--- config.mk ---
export PLATFORM = sky130hd
export DESIGN_NAME = mc_core_ctrl_flat
export DESIGN_NICKNAME = d
export VERILOG_FILES = /design/src/rtl/core_pkg.sv /design/src/rtl/mc_core_ctrl_if.sv /design/src/rtl/mc_core_ctrl_fetch_timer.sv /design/src/rtl/mc_core_ctrl.sv /design/src/flat_wrapper.sv
export SDC_FILE = /design/constraint.sdc
export NUM_CORES = 1
export LEC_CHECK = 0
export CAP_MARGIN = 20
export CORE_MARGIN = 3
export CORE_UTILIZATION = 47
export DETAILED_ROUTE_END_ITERATION = 12
export GPL_TIMING_DRIVEN = 0
export PLACE_DENSITY = 0.84
export SLEW_MARGIN = 15
export SYNTH_ARGS = -nofsm -noshare
export SYNTH_HDL_FRONTEND = slang
export SYNTH_SLANG_ARGS = --single-unit
--- constraint.sdc ---
create_clock -name clk -period 2.4 [get_ports clk]
set_input_delay 0.36 -clock clk [delete_from_list [all_inputs] [get_ports clk]]
set_output_delay 0.36 -clock clk [all_outputs]
set_load 0.05 [all_outputs]
--- src/rtl/core_pkg.sv ---
// Shared types and constants for the multi-cycle RV32I control sequencer.
package core_pkg;

    typedef enum logic [2:0] {
        ST_IDLE   = 3'd0,
        ST_FETCH  = 3'd1,
        ST_DECODE = 3'd2,
        ST_EXEC   = 3'd3,
        ST_WB     = 3'd4,
        ST_HALT   = 3'd5
    } state_t;

    localparam logic [1:0]  HALT_EBREAK      = 2'd0;
    localparam logic [1:0]  HALT_ILLEGAL     = 2'd1;
    localparam logic [1:0]  HALT_TIMEOUT     = 2'd2;
    localparam logic [31:0] INST_EBREAK      = 32'h0010_0073;
    localparam logic [31:0] PC_RESET_DEFAULT = 32'h8000_0000;

endpackage

--- src/rtl/mc_core_ctrl_if.sv ---
// Instruction-fetch bus between the control sequencer and instruction memory.
// Handshake: imem_req/imem_addr are held stable until a cycle where imem_ready is
// also high; that cycle transfers imem_rdata and the request may then drop.
interface mc_core_ctrl_if;
    logic        imem_req;
    logic [31:0] imem_addr;
    logic        imem_ready;
    logic [31:0] imem_rdata;

    modport master (output imem_req, output imem_addr, input imem_ready, input imem_rdata);
    modport slave  (input imem_req, input imem_addr, output imem_ready, output imem_rdata);
endinterface

--- src/rtl/mc_core_ctrl_fetch_timer.sv ---
// Counts unanswered fetch cycles; expired flags the last allowed wait cycle.
module fetch_timer #(
    parameter int TIMEOUT = 16
) (
    input  logic clk,
    input  logic rst_n,
    input  logic clr,
    input  logic en,
    output logic expired
);
    localparam int W = $clog2(TIMEOUT + 1);

    logic [W-1:0] cnt_q, cnt_d;

    always_comb begin
        cnt_d = cnt_q;
        if (clr) begin
            cnt_d = '0;
        end else if (en) begin
            cnt_d = cnt_q + W'(1);
        end
    end

    always_ff @(posedge clk) begin
        if (!rst_n) begin
            cnt_q <= '0;
        end else begin
            cnt_q <= cnt_d;
        end
    end

    assign expired = (cnt_q == W'(TIMEOUT - 1));
endmodule

--- src/rtl/mc_core_ctrl.sv ---
// Multi-cycle FETCH/DECODE/EXEC/WB sequencer: owns PC and IR, halts on ebreak,
// illegal instruction or fetch timeout, and keeps cycle/retire counters.
module mc_core_ctrl
    import core_pkg::*;
#(
    parameter logic [31:0] PC_RESET      = PC_RESET_DEFAULT,
    parameter int          FETCH_TIMEOUT = 16,
    parameter int          CNT_W         = 32
) (
    input  logic             clk,
    input  logic             rst_n,
    mc_core_ctrl_if.master   bus,
    output logic [31:0]      inst,
    input  logic             dec_wen,
    input  logic             dec_illegal,
    output logic             rf_wen,
    output logic             alu_en,
    output logic [31:0]      pc,
    output logic             halt,
    output logic [1:0]       halt_code,
    output logic [CNT_W-1:0] cycle_cnt,
    output logic [CNT_W-1:0] instret_cnt,
    output state_t           dbg_state
);
    state_t           state_q, state_d;
    logic [31:0]      pc_q, pc_d;
    logic [31:0]      inst_q, inst_d;
    logic             halt_q, halt_d;
    logic [1:0]       halt_code_q, halt_code_d;
    logic [CNT_W-1:0] cycle_q, cycle_d;
    logic [CNT_W-1:0] instret_q, instret_d;
    logic             imem_req_q, imem_req_d;
    logic             rf_wen_q, rf_wen_d;
    logic             alu_en_q, alu_en_d;
    logic             tmr_clr, tmr_en, tmr_expired;

    fetch_timer #(.TIMEOUT(FETCH_TIMEOUT)) u_fetch_timer (
        .clk     (clk),
        .rst_n   (rst_n),
        .clr     (tmr_clr),
        .en      (tmr_en),
        .expired (tmr_expired)
    );

    always_comb begin
        state_d     = state_q;
        pc_d        = pc_q;
        inst_d      = inst_q;
        halt_d      = halt_q;
        halt_code_d = halt_code_q;
        instret_d   = instret_q;
        cycle_d     = cycle_q;
        tmr_clr     = 1'b0;
        tmr_en      = 1'b0;

        if (state_q != ST_HALT) begin
            cycle_d = cycle_q + CNT_W'(1);
        end

        case (state_q)
            ST_IDLE: state_d = ST_FETCH;
            ST_FETCH: begin
                if (bus.imem_ready) begin
                    inst_d  = bus.imem_rdata;
                    tmr_clr = 1'b1;
                    state_d = ST_DECODE;
                end else if (tmr_expired) begin
                    tmr_clr     = 1'b1;
                    halt_d      = 1'b1;
                    halt_code_d = HALT_TIMEOUT;
                    state_d     = ST_HALT;
                end else begin
                    tmr_en = 1'b1;
                end
            end
            // ebreak outranks the decoder's illegal flag.
            ST_DECODE: begin
                if (inst_q == INST_EBREAK) begin
                    halt_d      = 1'b1;
                    halt_code_d = HALT_EBREAK;
                    state_d     = ST_HALT;
                end else if (dec_illegal) begin
                    halt_d      = 1'b1;
                    halt_code_d = HALT_ILLEGAL;
                    state_d     = ST_HALT;
                end else begin
                    state_d = ST_EXEC;
                end
            end
            ST_EXEC: state_d = ST_WB;
            ST_WB: begin
                pc_d      = pc_q + 32'd4;
                instret_d = instret_q + CNT_W'(1);
                state_d   = ST_FETCH;
            end
            ST_HALT: state_d = ST_HALT;
            default: state_d = ST_IDLE;
        endcase

        // Strobes are registered from the next state so they line up with it.
        imem_req_d = (state_d == ST_FETCH);
        alu_en_d   = (state_d == ST_EXEC);
        rf_wen_d   = (state_d == ST_WB) && dec_wen;
    end

    always_ff @(posedge clk) begin
        if (!rst_n) begin
            state_q     <= ST_IDLE;
            pc_q        <= PC_RESET;
            inst_q      <= '0;
            halt_q      <= 1'b0;
            halt_code_q <= HALT_EBREAK;
            cycle_q     <= '0;
            instret_q   <= '0;
            imem_req_q  <= 1'b0;
            rf_wen_q    <= 1'b0;
            alu_en_q    <= 1'b0;
        end else begin
            state_q     <= state_d;
            pc_q        <= pc_d;
            inst_q      <= inst_d;
            halt_q      <= halt_d;
            halt_code_q <= halt_code_d;
            cycle_q     <= cycle_d;
            instret_q   <= instret_d;
            imem_req_q  <= imem_req_d;
            rf_wen_q    <= rf_wen_d;
            alu_en_q    <= alu_en_d;
        end
    end

    assign bus.imem_req  = imem_req_q;
    assign bus.imem_addr = pc_q;
    assign inst          = inst_q;
    assign rf_wen        = rf_wen_q;
    assign alu_en        = alu_en_q;
    assign pc            = pc_q;
    assign halt          = halt_q;
    assign halt_code     = halt_code_q;
    assign cycle_cnt     = cycle_q;
    assign instret_cnt   = instret_q;
    assign dbg_state     = state_q;
endmodule

--- src/flat_wrapper.sv ---
// flat-port wrapper written by rule: the top's interface ports become plain ports
module mc_core_ctrl_flat import core_pkg::*;
#(
    parameter logic [31:0] PC_RESET      = PC_RESET_DEFAULT,
    parameter int          FETCH_TIMEOUT = 16,
    parameter int          CNT_W         = 32
)
  (clk, rst_n, inst, dec_wen, dec_illegal, rf_wen, alu_en, pc, halt, halt_code, cycle_cnt, instret_cnt, dbg_state, bus_imem_req, bus_imem_addr, bus_imem_ready, bus_imem_rdata);
  mc_core_ctrl_if bus_i ();
  input  logic clk;
  input  logic rst_n;
  output logic [31:0] inst;
  input  logic dec_wen;
  input  logic dec_illegal;
  output logic rf_wen;
  output logic alu_en;
  output logic [31:0] pc;
  output logic halt;
  output logic [1:0] halt_code;
  output logic [CNT_W-1:0] cycle_cnt;
  output logic [CNT_W-1:0] instret_cnt;
  output state_t dbg_state;
  output wire logic [$bits(bus_i.imem_req)-1:0] bus_imem_req;
  output wire logic [$bits(bus_i.imem_addr)-1:0] bus_imem_addr;
  input wire logic [$bits(bus_i.imem_ready)-1:0] bus_imem_ready;
  input wire logic [$bits(bus_i.imem_rdata)-1:0] bus_imem_rdata;
  assign bus_imem_req = bus_i.imem_req;
  assign bus_imem_addr = bus_i.imem_addr;
  assign bus_i.imem_ready = bus_imem_ready;
  assign bus_i.imem_rdata = bus_imem_rdata;
  mc_core_ctrl #(.PC_RESET(PC_RESET), .FETCH_TIMEOUT(FETCH_TIMEOUT), .CNT_W(CNT_W)) u_core (.clk(clk), .rst_n(rst_n), .bus(bus_i), .inst(inst), .dec_wen(dec_wen), .dec_illegal(dec_illegal), .rf_wen(rf_wen), .alu_en(alu_en), .pc(pc), .halt(halt), .halt_code(halt_code), .cycle_cnt(cycle_cnt), .instret_cnt(instret_cnt), .dbg_state(dbg_state));
endmodule
==> results of run 1 <==
Yosys cell counts (11+ instances only):
| cell type | n | area (µm²) |
|---|---|---|
| a21oi_1 | 80 | 400 |
| and3_1 | 11 | 68.8 |
| and4_1 | 13 | 114 |
| buf_4 | 34 | 255 |
| clkbuf_1 | 43 | 161 |
| dfxtp_1 | 140 | 2800 |
| inv_1 | 15 | 56.3 |
| mux2i_1 | 11 | 110 |
| nand2_1 | 116 | 435 |
| nand2b_1 | 28 | 175 |
| nand3_1 | 32 | 160 |
| nand4_1 | 37 | 231 |
| nor2_1 | 37 | 139 |
| nor4_1 | 15 | 93.8 |
| o21ai_0 | 17 | 85.1 |
| o311ai_0 | 13 | 114 |
| o31ai_1 | 22 | 165 |
| o41ai_1 | 13 | 114 |
| or3_1 | 17 | 106 |
| or4_1 | 21 | 158 |
| xnor2_1 | 12 | 105 |
| xor2_1 | 17 | 149 |
flip-flops by register name, summed over array words and instances, names as in the netlist, 2 cells and up:
| register | flops |
|---|---|
| u_core.dbg_state | 3 |
| u_core.cycle_cnt | 32 |
| u_core.u_fetch_timer.cnt_q | 5 |
| u_core.bus.imem_addr | 30 |
| u_core.halt_code | 2 |
| u_core.instret_cnt | 32 |
| u_core.inst | 32 |
cell families (layout without fill, tap and decap cells):
| kind of cell | count (synthesis) | count (layout) | share of synthesized area (%) |
|---|---|---|---|
| compound gates | 155 | 155 | 14.4 |
| flops | 140 | 140 | 42.2 |
| xor+xnor | 29 | 29 | 3.82 |
| buf+inv | 97 | 331 | 7.65 |
| fa+ha+maj | 5 | 5 | 0.942 |
| other cells | 1 | 4 | 0.0565 |
| simple gates | 357 | 357 | 28.9 |
| mux | 13 | 13 | 2.00 |
layout make-up:
cell class                      count  share of cell area (%)
Clock buffer                       23                    4.83
Tap cell                          176                    2.32
Inverter                           16                   0.634
Sequential cell                   140                    29.6
Multi-Input combinational cell    563                    35.5
Timing Repair Buffer              202                    21.3
Clock inverter                      9                    1.00
Buffer                             81                    4.77
worst paths after layout:
path	depth (start not counted)	endpoint	start
worst max-delay path	1	dbg_state[1]	u_core.dbg_state[1]$_SDFF_PN0_
worst min-delay path	2	u_core.inst[0]$_SDFFE_PN0P_	u_core.inst[0]$_SDFFE_PN0P_
worst max register to register	6	u_core.cycle_cnt[16]$_SDFFE_PN0P_	u_core.cycle_cnt[6]$_SDFFE_PN0P_
worst min register to register	2	u_core.inst[0]$_SDFFE_PN0P_	u_core.inst[0]$_SDFFE_PN0P_
power groups by stage:
stage / sequential, mW / clock [mW] / combinational [mW]
after global routing: 2.41 / 2.64 / 0.535
after floorplan: 2.58 / 0 / 0.169
after detailed placement: 2.45 / 0 / 0.496
after global placement: 2.45 / 0 / 0.492
final: 2.40 / 2.51 / 0.498
after CTS: 2.40 / 2.54 / 0.499
metal layers:
layer  track usage, %  vias to the layer above  part of all wire (%)
met4             8.67                        0                   1.8
met3             7.68                       24                   7.8
met2             38.8                      250                    47
met5                0                        -                     0
li1                 -                     3316                     -
met1             30.1                     3226                    43
metrics by stage:
stage	utilization [%]	instance area [µm²]	cells	TNS (ns)
global route	70.1	9470	1210	0
finish	70.1	9470	1210	0
global placement	65.8	8890	1177	-0.903
CTS	70.0	9450	1209	0
floorplan	-	6650	800	0
detailed placement	65.8	8890	1177	-1.42
placed cells by master, fill, tap and decap left out, drive strengths merged, types with 2 or more instances in the layout:
cell type      instances
inv                   16
or3                   18
nor4bb                 4
nand3                 32
nor3                   5
or4                   22
clkdlybuf4s50        201
bufinv                 2
nand4                 38
nand2                116
ha                     5
mux2i                 11
nor4b                  3
o41ai                 13
and4                  14
nor4                  15
a21oi                 80
xor2                  17
mux2                   2
dfxtp                140
conb                   4
o311ai                13
clkbuf                66
o31ai                 22
xnor2                 12
clkinv                 7
o21ai                 17
nor2                  37
o21a                   2
nand2b                28
nor3b                  3
and3                  11
and2                   6
buf                   39
timing repair:
item,4_1_cts,5_1_grt
hold buffers,0,0
endpoints found under the setup margin,16,9
gates resized for setup,3,6
hold endpoints to repair,0,0
buffers inserted,0,1
pin swaps,0,2
worst register-to-register path: stages, from the launching register on:
cell,delay [ns]
dfxtp_1,0.47
nand4_2,0.21
or4_4,0.56
buf_6,0.15
buf_6,0.13
or4_1,0.46
a21oi_1,0.14
==> results.ini, run 1 <==
[placement]
gp_congestion = 0.849
place_ws_ns = -0.263
port_buffers = 201
dp_hpwl_um = 13900

[finish]
regArea_um2 = 2800
final_nets = 1063
drive_above_1_share_pct = 7.74
fillCellCount = 1071
area_growth_pct = 42.6
diodes = 0
multi_input_area_um2 = 3370

[worst_setup_path]
crit_required_ns = 2.04
r2r_slack_ns = 0.22
crit_slowest_cell = clkdlybuf4s50_1
cp-start-kind = register
path_cells = clkdlybuf4s50_1
cp_slowest_stage_delay_ns = 0.88
cp_top_family = buffers and inverters
critPathKind = register to output pin
endpoint_kind = output pin
arrival_ns = 1.83
critPathMaxFanout = 9
crit_buf_inv = 1

[logic_synthesis]
syn_inst = 797
synth_edf_count = 0
netlist_area_um2 = 6640
synth.distinct_cells = 52
async_reset_ff_share_pct = 0
ys_ff_latch = 140
synth_ff_type = dfxtp_1
synth_warnings = 0
synth.avg_cell_area_um2 = 8.33
yosysSeqAreaShare_pct = 42.2

[power]
p_leak_nw = 3.25
p_total_mw = 5.41
switching_share_pct = 24.4
p_seq_share_pct = 44.4
power.internal_mw = 4.09
p_per_area_nw_per_um2 = 571
power.share.combinational_pct = 9.2
ir_drop_v = 0.000481
clkPwrFrac_pct = 46.4
p_sw_mw = 1.32

[floorplan]
core_um2 = 13500
io_pins = 206
die_w_um = 125
die_height_um = 125
row_count = 42
die-area_um2 = 15600
initial_core_util_pct = 49.2

[clock_network]
path_clk_slew_ns = 0.06
cts.sinks = 140
clockBufferDepth = 2
cts_buffers = 17
cts_max_level = 4
clk_latency_ns = 0.42
tritoncts = done
clockRootBuffer = clkbuf_16

[routing]
via_per_inst = 5.63
routed_wl_um = 19500
drt-wirelength-per-cell_um = 16.1
dr.pass1.iters = 5
antenna_left = 0
vias = 6816
drc_errors = 0
drt_iter0_drc = 466

[sta]
hold_viol = 0
setup_viol = 0
fin_ws_ns = 0.210
hold_ws_ns = 0.465
finalMaxSlewViolations = 0
finalClockSkew_ns = 0.00737
fin_crit_ns = 2.19
timing.final.crit_share_pct = 91.2
slew_headroom_pct = 42.4
worstMarginPinSlew_ns = 0.857
rsz0062_at_grt = false
fmaxAchievable_mhz = 457

[global_route]
grt.overflow.total = 0
grt_pass1_wl_um = 31200
grt_max_degree = 17
first_global_vias = 6201
grt_antenna_before_repair = 0
grt_util_all_layers_pct = 24.0

[job]
maxCapViolCount = 0

[run_status]
status = completed

[hold_path]
holdCritPathClass = register to register

Note: power is estimated with default switching activity, not from simulation.
==> inputs of run 2 (changes only) <==
--- a/config.mk
+++ b/config.mk
@@ -5,12 +5,13 @@
 export SDC_FILE = /design/constraint.sdc
 export NUM_CORES = 1
 export LEC_CHECK = 0
-export CAP_MARGIN = 20
+export CAP_MARGIN = 15
 export CORE_MARGIN = 3
-export CORE_UTILIZATION = 47
+export CORE_UTILIZATION = 63
 export DETAILED_ROUTE_END_ITERATION = 12
+export DONT_BUFFER_PORTS = 1
 export GPL_TIMING_DRIVEN = 0
-export PLACE_DENSITY = 0.84
+export PLACE_DENSITY = 0.82
 export SLEW_MARGIN = 15
 export SYNTH_ARGS = -nofsm -noshare
 export SYNTH_HDL_FRONTEND = slang
==> run 2 against run 1 <==
Compared with the run above: critical path depth increased by 5; sequential share of layout area increased by 6.6 points; utilization increased by 9.1 points; routed wire length about the same; first-iteration DRC count increased by 34%; highest routed layer unchanged.
==> results.ini, run 2 (synthesized netlist as in run 1, its figures left out) <==
[power]
p_leak_nw = 2.76  ; -15%
p_total_mw = 5.63  ; +4.1%
p_per_area_nw_per_um2 = 711  ; +24%
ir_drop_v = 0.000676  ; +40%

[floorplan]
row_count = 36  ; -14%
die-area_um2 = 11800  ; -24%
core_um2 = 10000  ; -26%
initial_core_util_pct = 66.4  ; +17 points
io_pins = 206  ; unchanged
die_w_um = 109  ; -13%
die_height_um = 109  ; -13%

[finish]
finalNonFillerCells = 1003  ; -17%
layout_commonest_cell = nand2_1
final_core_util_pct = 79.2  ; +9.1 points
final_nets = 898  ; -16%
layout_common_cells = nand2_1 (116), dfxtp_1 (100), a21oi_1 (80)
fin_area_um2 = 7920  ; -16%
drive_above_1_share_pct = 15.1  ; +7.3 points
area_growth_pct = 19.3

[sta]
finalClockSkew_ns = 0.00726  ; -0.000113 ns
hold_viol = 0  ; unchanged
worstMarginPinSlew_ns = 0.711  ; -0.146 ns
fmaxAchievable_mhz = 430  ; -5.9%
finalSetupTns_ns = 0  ; unchanged
setup_viol = 0  ; unchanged
fin_crit_ns = 2.33  ; +0.137 ns
slew_headroom_pct = 52.2  ; +9.8 points
finalMaxSlewViolations = 0  ; unchanged
fin_ws_ns = 0.0737  ; -0.137 ns
hold_ws_ns = 0.0479  ; -0.417 ns
rsz0062_at_grt = true
timing.final.crit_share_pct = 96.9  ; +5.7 points

[worst_setup_path]
crit_required_ns = 2.86  ; +0.82 ns
critPathMaxFanout = 10  ; +1
r2r_start = u_core.instret_cnt[9]$_SDFFE_PN0P_
r2r_slack_ns = 0.07  ; -0.15 ns
r2r_cells = 6  ; unchanged
critPathKind = register to register
cp-start-kind = register
arrival_ns = 2.78  ; +0.95 ns
r2r_end = u_core.instret_cnt[21]$_SDFFE_PN0P_
endpoint_kind = register

[placement]
gp_congestion = 0.838  ; -1.3%
post_dp_cell_area_um2 = 6820  ; -23%
place_ws_ns = -0.590  ; -0.327 ns
dpl.cell_count = 933  ; -21%
port_buffers = 0  ; -100%
dp_hpwl_um = 12700  ; -8.2%

[hold_path]
hold_depth = 2  ; unchanged
whs_endpoint = u_core.halt_code[0]$_SDFFE_PN0P_
holdCritPathClass = input port to register
hp-start = dec_illegal

[routing]
routed_wl_um = 19400  ; about the same
via_per_inst = 6.47  ; +15%
antenna_left = 0  ; unchanged
vias = 6493  ; -4.7%
drc_errors = 0  ; unchanged
dr.pass1.iters = 5  ; unchanged
drt-wirelength-per-cell_um = 19.4  ; +21%
drt_iter0_drc = 623  ; +34%

[global_route]
grt_antenna_before_repair = 0  ; unchanged
grt_util_all_layers_pct = 33.3  ; +9.3 points
grt_max_degree = 17  ; unchanged
grt_pass1_wl_um = 31300  ; +0.37%
first_global_vias = 6256  ; +0.89%
grt.overflow.total = 0  ; unchanged

[job]
maxCapViolCount = 0  ; unchanged

[clock_network]
cts_buffers = 17  ; unchanged
cts.sinks = 140  ; unchanged
path_clk_slew_ns = 0.06  ; about the same
clk_latency_ns = 0.53  ; +0.11 ns
tritoncts = done
cts_max_level = 4  ; unchanged
clockBufferDepth = 2  ; unchanged
clockRootBuffer = clkbuf_8

[run_status]
status = completed

==> run 2: cell count changes in the layout (fill, tap and decap cells not counted), sizes merged <==
| cell | before | now |
|---|---|---|
| buf | 39 | 41 |
| bufinv | 2 | 4 |
| clkdlybuf4s50 | 201 | 0 |
| clkinv | 7 | 2 |
| clkinvlp | 0 | 2 |
| diode | 0 | 1 |
| dlygate4sd3 | 0 | 34 |
| inv | 16 | 17 |
==> run 2: worst max path at each step <==
stage	depth (start not counted)	to	start
2_1_floorplan	6	u_core.cycle_cnt[16]$_SDFFE_PN0P_	u_core.cycle_cnt[7]$_SDFFE_PN0P_
3_3_place_gp	5	u_core.bus.imem_addr[31]$_SDFFE_PN1P_	u_core.dbg_state[2]$_SDFF_PN0_
3_5_place_dp	5	u_core.bus.imem_addr[31]$_SDFFE_PN1P_	u_core.dbg_state[2]$_SDFF_PN0_
4_1_cts	5	u_core.instret_cnt[28]$_SDFFE_PN0P_	u_core.instret_cnt[4]$_SDFFE_PN0P_
5_1_grt	6	u_core.instret_cnt[21]$_SDFFE_PN0P_	u_core.instret_cnt[9]$_SDFFE_PN0P_
6_report	6	u_core.instret_cnt[21]$_SDFFE_PN0P_	u_core.instret_cnt[9]$_SDFFE_PN0P_
==> run 2: metal layers <==
| metal | GRT usage (%) | wire length, µm | vias to the layer above |
|---|---|---|---|
| met5 | 0 | 0 | - |
| met4 | 12.7 | 506 | 0 |
| met3 | 10.8 | 1840 | 50 |
| met2 | 57.0 | 9730 | 361 |
| met1 | 38.8 | 7380 | 3083 |
| li1 | - | - | 2999 |
==> run 2: critical path, stage by stage (launching register included) <==
cell	delay [ns]
dfxtp_2	0.53
and4_1	0.24
clkbuf_1	0.31
nand4_1	0.23
clkbuf_2	0.26
or4_1	0.54
a21oi_1	0.15
==> run 2: what timing repair did <==
| item | 4_1_cts | 5_1_grt |
|---|---|---|
| setup endpoints to repair | 95 | 62 |
| buffers inserted | 0 | 3 |
| pin swaps | 0 | 2 |
| gates resized for setup | 28 | 36 |
| endpoints found under the hold margin | 37 | 0 |
| hold buffers | 34 | 0 |
==> run 2: layout make-up <==
type | count | area (µm²)
multi-input cells | 563 | 3370
flip-flops and latches | 140 | 2870
fillers | 687 | 2080
clock buffers | 23 | 477
plain buffers | 81 | 459
repair buffers | 37 | 363
well taps | 133 | 166
clock inverters | 9 | 158
inverters | 16 | 60.1
diodes | 1 | 2.50
==> run 2: report_power, final <==
group          total, mW  switching, mW  internal (mW)  leakage [nW]
clock               2.80           1.00           1.80         0.305
combinational      0.284          0.174          0.110          1.31
sequential          2.54          0.183           2.36          1.15
total               5.63           1.36           4.27          2.76
==> inputs of run 3 (changes only) <==
--- a/config.mk
+++ b/config.mk
@@ -6,8 +6,9 @@
 export NUM_CORES = 1
 export LEC_CHECK = 0
 export CAP_MARGIN = 15
-export CORE_MARGIN = 3
+export CORE_ASPECT_RATIO = 1.25
 export CORE_UTILIZATION = 63
+export CTS_BUF_LIST = sky130_fd_sc_hd__clkbuf_16
 export DETAILED_ROUTE_END_ITERATION = 12
 export DONT_BUFFER_PORTS = 1
 export GPL_TIMING_DRIVEN = 0
==> run 3 against run 2 <==
Compared with the run above: global-route usage decreased by 1.2 points; count of clock-buffer cells in the layout decreased by 6; register-to-register slack about the same; first-iteration DRC count decreased by 26%; via count decreased by 4.9%; clock power increased by 8.2%; sequential cell count unchanged; utilization decreased by 4.4 points; fmax decreased by 0.41%.
==> results.ini, run 3 (synthesized netlist as in run 1, its figures left out) <==
[run_status]
status = completed

[routing]
vias = 6176  ; -4.9%
antenna_left = 0  ; unchanged
drt-wirelength-per-cell_um = 18.6  ; -4.2%
dr.pass1.iters = 5  ; unchanged
drt_iter0_drc = 460  ; -26%
via_per_inst = 6.40  ; -1.1%
routed_wl_um = 17900  ; -7.8%
drc_errors = 0  ; unchanged

[worst_setup_path]
cp_top_family = simple AND/OR/NAND/NOR gates
arrival_ns = 2.68  ; -0.10 ns
endpoint_kind = register
cp-start-kind = register
cp_slowest_stage_delay_ns = 0.57  ; +0.03 ns
path_cells = nand4_2, or4_4, buf_6, buf_6, or4_1, a21oi_1
r2r_slack_ns = 0.06  ; about the same
path_common_cell = buf_6
crit_slowest_cell = or4_4
critPathKind = register to register
r2r_cells = 6  ; unchanged
r2r_start = u_core.cycle_cnt[7]$_SDFFE_PN0P_
r2r_end = u_core.cycle_cnt[16]$_SDFFE_PN0P_
crit_buf_inv = 2  ; unchanged
critPathMaxFanout = 10  ; unchanged
crit_required_ns = 2.75  ; -0.11 ns

[hold_path]
holdCritPathClass = input port to register
whs_endpoint = u_core.dbg_state[1]$_SDFF_PN0_
hp-start = dec_illegal
hold_depth = 1  ; -1

[power]
p_per_area_nw_per_um2 = 762  ; +7.2%
switching_share_pct = 22.8  ; -1.3 points
power.internal_mw = 4.47  ; +4.6%
p_total_mw = 5.80  ; +2.9%
clkPwrFrac_pct = 52.2  ; +2.4 points
power.share.combinational_pct = 3.9  ; -1.1 points
p_seq_share_pct = 43.9  ; -1.3 points
p_sw_mw = 1.32  ; -2.5%
p_leak_nw = 2.65  ; -4.2%
ir_drop_v = 0.000644  ; -4.7%

[sta]
finalMaxSlewViolations = 0  ; unchanged
fin_crit_ns = 2.34  ; +0.00964 ns
setup_viol = 0  ; unchanged
finalClockSkew_ns = 0.00594  ; -0.00132 ns
worstMarginPinSlew_ns = 0.747  ; +0.0357 ns
fmaxAchievable_mhz = 428  ; -0.41%
timing.final.crit_share_pct = 97.3  ; +0.40 points
fin_ws_ns = 0.0641  ; -0.00964 ns
slew_headroom_pct = 49.8  ; -2.4 points
hold_viol = 0  ; unchanged

[global_route]
grt.overflow.total = 0  ; unchanged
grt_util_all_layers_pct = 32.1  ; -1.2 points
grt_pass1_wl_um = 27600  ; -12%
first_global_vias = 5801  ; -7.3%
grt_max_degree = 17  ; unchanged
grt_antenna_before_repair = 0  ; unchanged

[finish]
final_core_util_pct = 74.9  ; -4.4 points
drive_above_1_share_pct = 15.2  ; +0.12 points
layout_common_cells = nand2_1 (116), dfxtp_1 (102), a21oi_1 (80), buf_4 (39), dfxtp_2 (38)
final_nets = 865  ; -3.7%
diodes = 0  ; -1
layout_commonest_cell = nand2_1
area_growth_pct = 14.5

[floorplan]
core_um2 = 10200  ; +1.6%
die_w_um = 93.8  ; -14%
io_pins = 206  ; unchanged
die-area_um2 = 11000  ; -7.2%
row_count = 41  ; +14%
die_height_um = 117  ; +7.5%
initial_core_util_pct = 65.4  ; -1.0 points

[clock_network]
tritoncts = done
cts_max_level = 4  ; unchanged
clk_latency_ns = 0.42  ; -0.11 ns
path_clk_slew_ns = 0.06  ; about the same
cts.sinks = 140  ; unchanged
ctsHoldBuffers = 0  ; -100%
clockBufferDepth = 2  ; unchanged
clockRootBuffer = clkbuf_16
cts_buffers = 17  ; unchanged

[job]
maxCapViolCount = 0  ; unchanged

[placement]
gp_congestion = 0.867  ; +3.5%
place_ws_ns = -0.571  ; +0.0190 ns
dp_hpwl_um = 12500  ; -1.6%
port_buffers = 0  ; unchanged

[run 3: final cells by class]
type / count / area [µm²]
multi-input cells: 563 / 3370
flip-flops and latches: 140 / 2850
fillers: 767 / 2550
clock buffers: 17 / 425
plain buffers: 80 / 452
inverters: 16 / 60.1
clock inverters: 15 / 253
well taps: 129 / 161
repair buffers: 5 / 37.5
[run 3: worst max path at each step]
stage / from / end / cells after the start
5_1_grt: u_core.instret_cnt[2]$_SDFFE_PN0P_ / u_core.instret_cnt[21]$_SDFFE_PN0P_ / 6
4_1_cts: u_core.dbg_state[2]$_SDFF_PN0_ / u_core.inst[16]$_SDFFE_PN0P_ / 7
2_1_floorplan: u_core.cycle_cnt[7]$_SDFFE_PN0P_ / u_core.cycle_cnt[16]$_SDFFE_PN0P_ / 6
3_3_place_gp: u_core.dbg_state[2]$_SDFF_PN0_ / u_core.bus.imem_addr[31]$_SDFFE_PN1P_ / 5
6_report: u_core.cycle_cnt[7]$_SDFFE_PN0P_ / u_core.cycle_cnt[16]$_SDFFE_PN0P_ / 6
3_5_place_dp: u_core.dbg_state[2]$_SDFF_PN0_ / u_core.bus.imem_addr[31]$_SDFFE_PN1P_ / 5
[run 3: metal layers]
metal | wire [µm] | share of wire (%) | vias to the layer above | GRT usage, %
met5 | 0 | 0 | - | 0
met4 | 320 | 1.8 | 0 | 13.0
met3 | 1470 | 8.2 | 31 | 9.95
met2 | 9060 | 51 | 284 | 56.3
met1 | 7080 | 39 | 2938 | 36.2
li1 | - | - | 2923 | -
[run 3: timing repair]
action                                 4_1_cts  5_1_grt
setup endpoints to repair                   94       74
gates resized for setup                     25       28
pin swaps                                    0        3
cloned                                       0        0
buffers inserted                             0        5
endpoints found under the hold margin        0        0
[run 3: through the flow]
stage	instances	setup TNS (ns)	instance area, µm²	hold WS, ns
2_1_floorplan	800	0	6650	0.439
4_1_cts	961	-0.126	7530	0.0421
6_report	965	0	7600	0.0405
3_5_place_dp	929	-15.09	6820	0.474
3_3_place_gp	929	-10.95	6820	0.461
5_1_grt	965	-0.00401	7600	0.0520
[run 3: power by group through the flow]
stage	combinational [mW]	clock, mW	sequential [mW]
5_1_grt	0.248	3.12	2.55
3_3_place_gp	0.210	0	2.59
6_report	0.223	3.03	2.55
4_1_cts	0.220	3.03	2.54
3_5_place_dp	0.218	0	2.59
2_1_floorplan	0.169	0	2.58
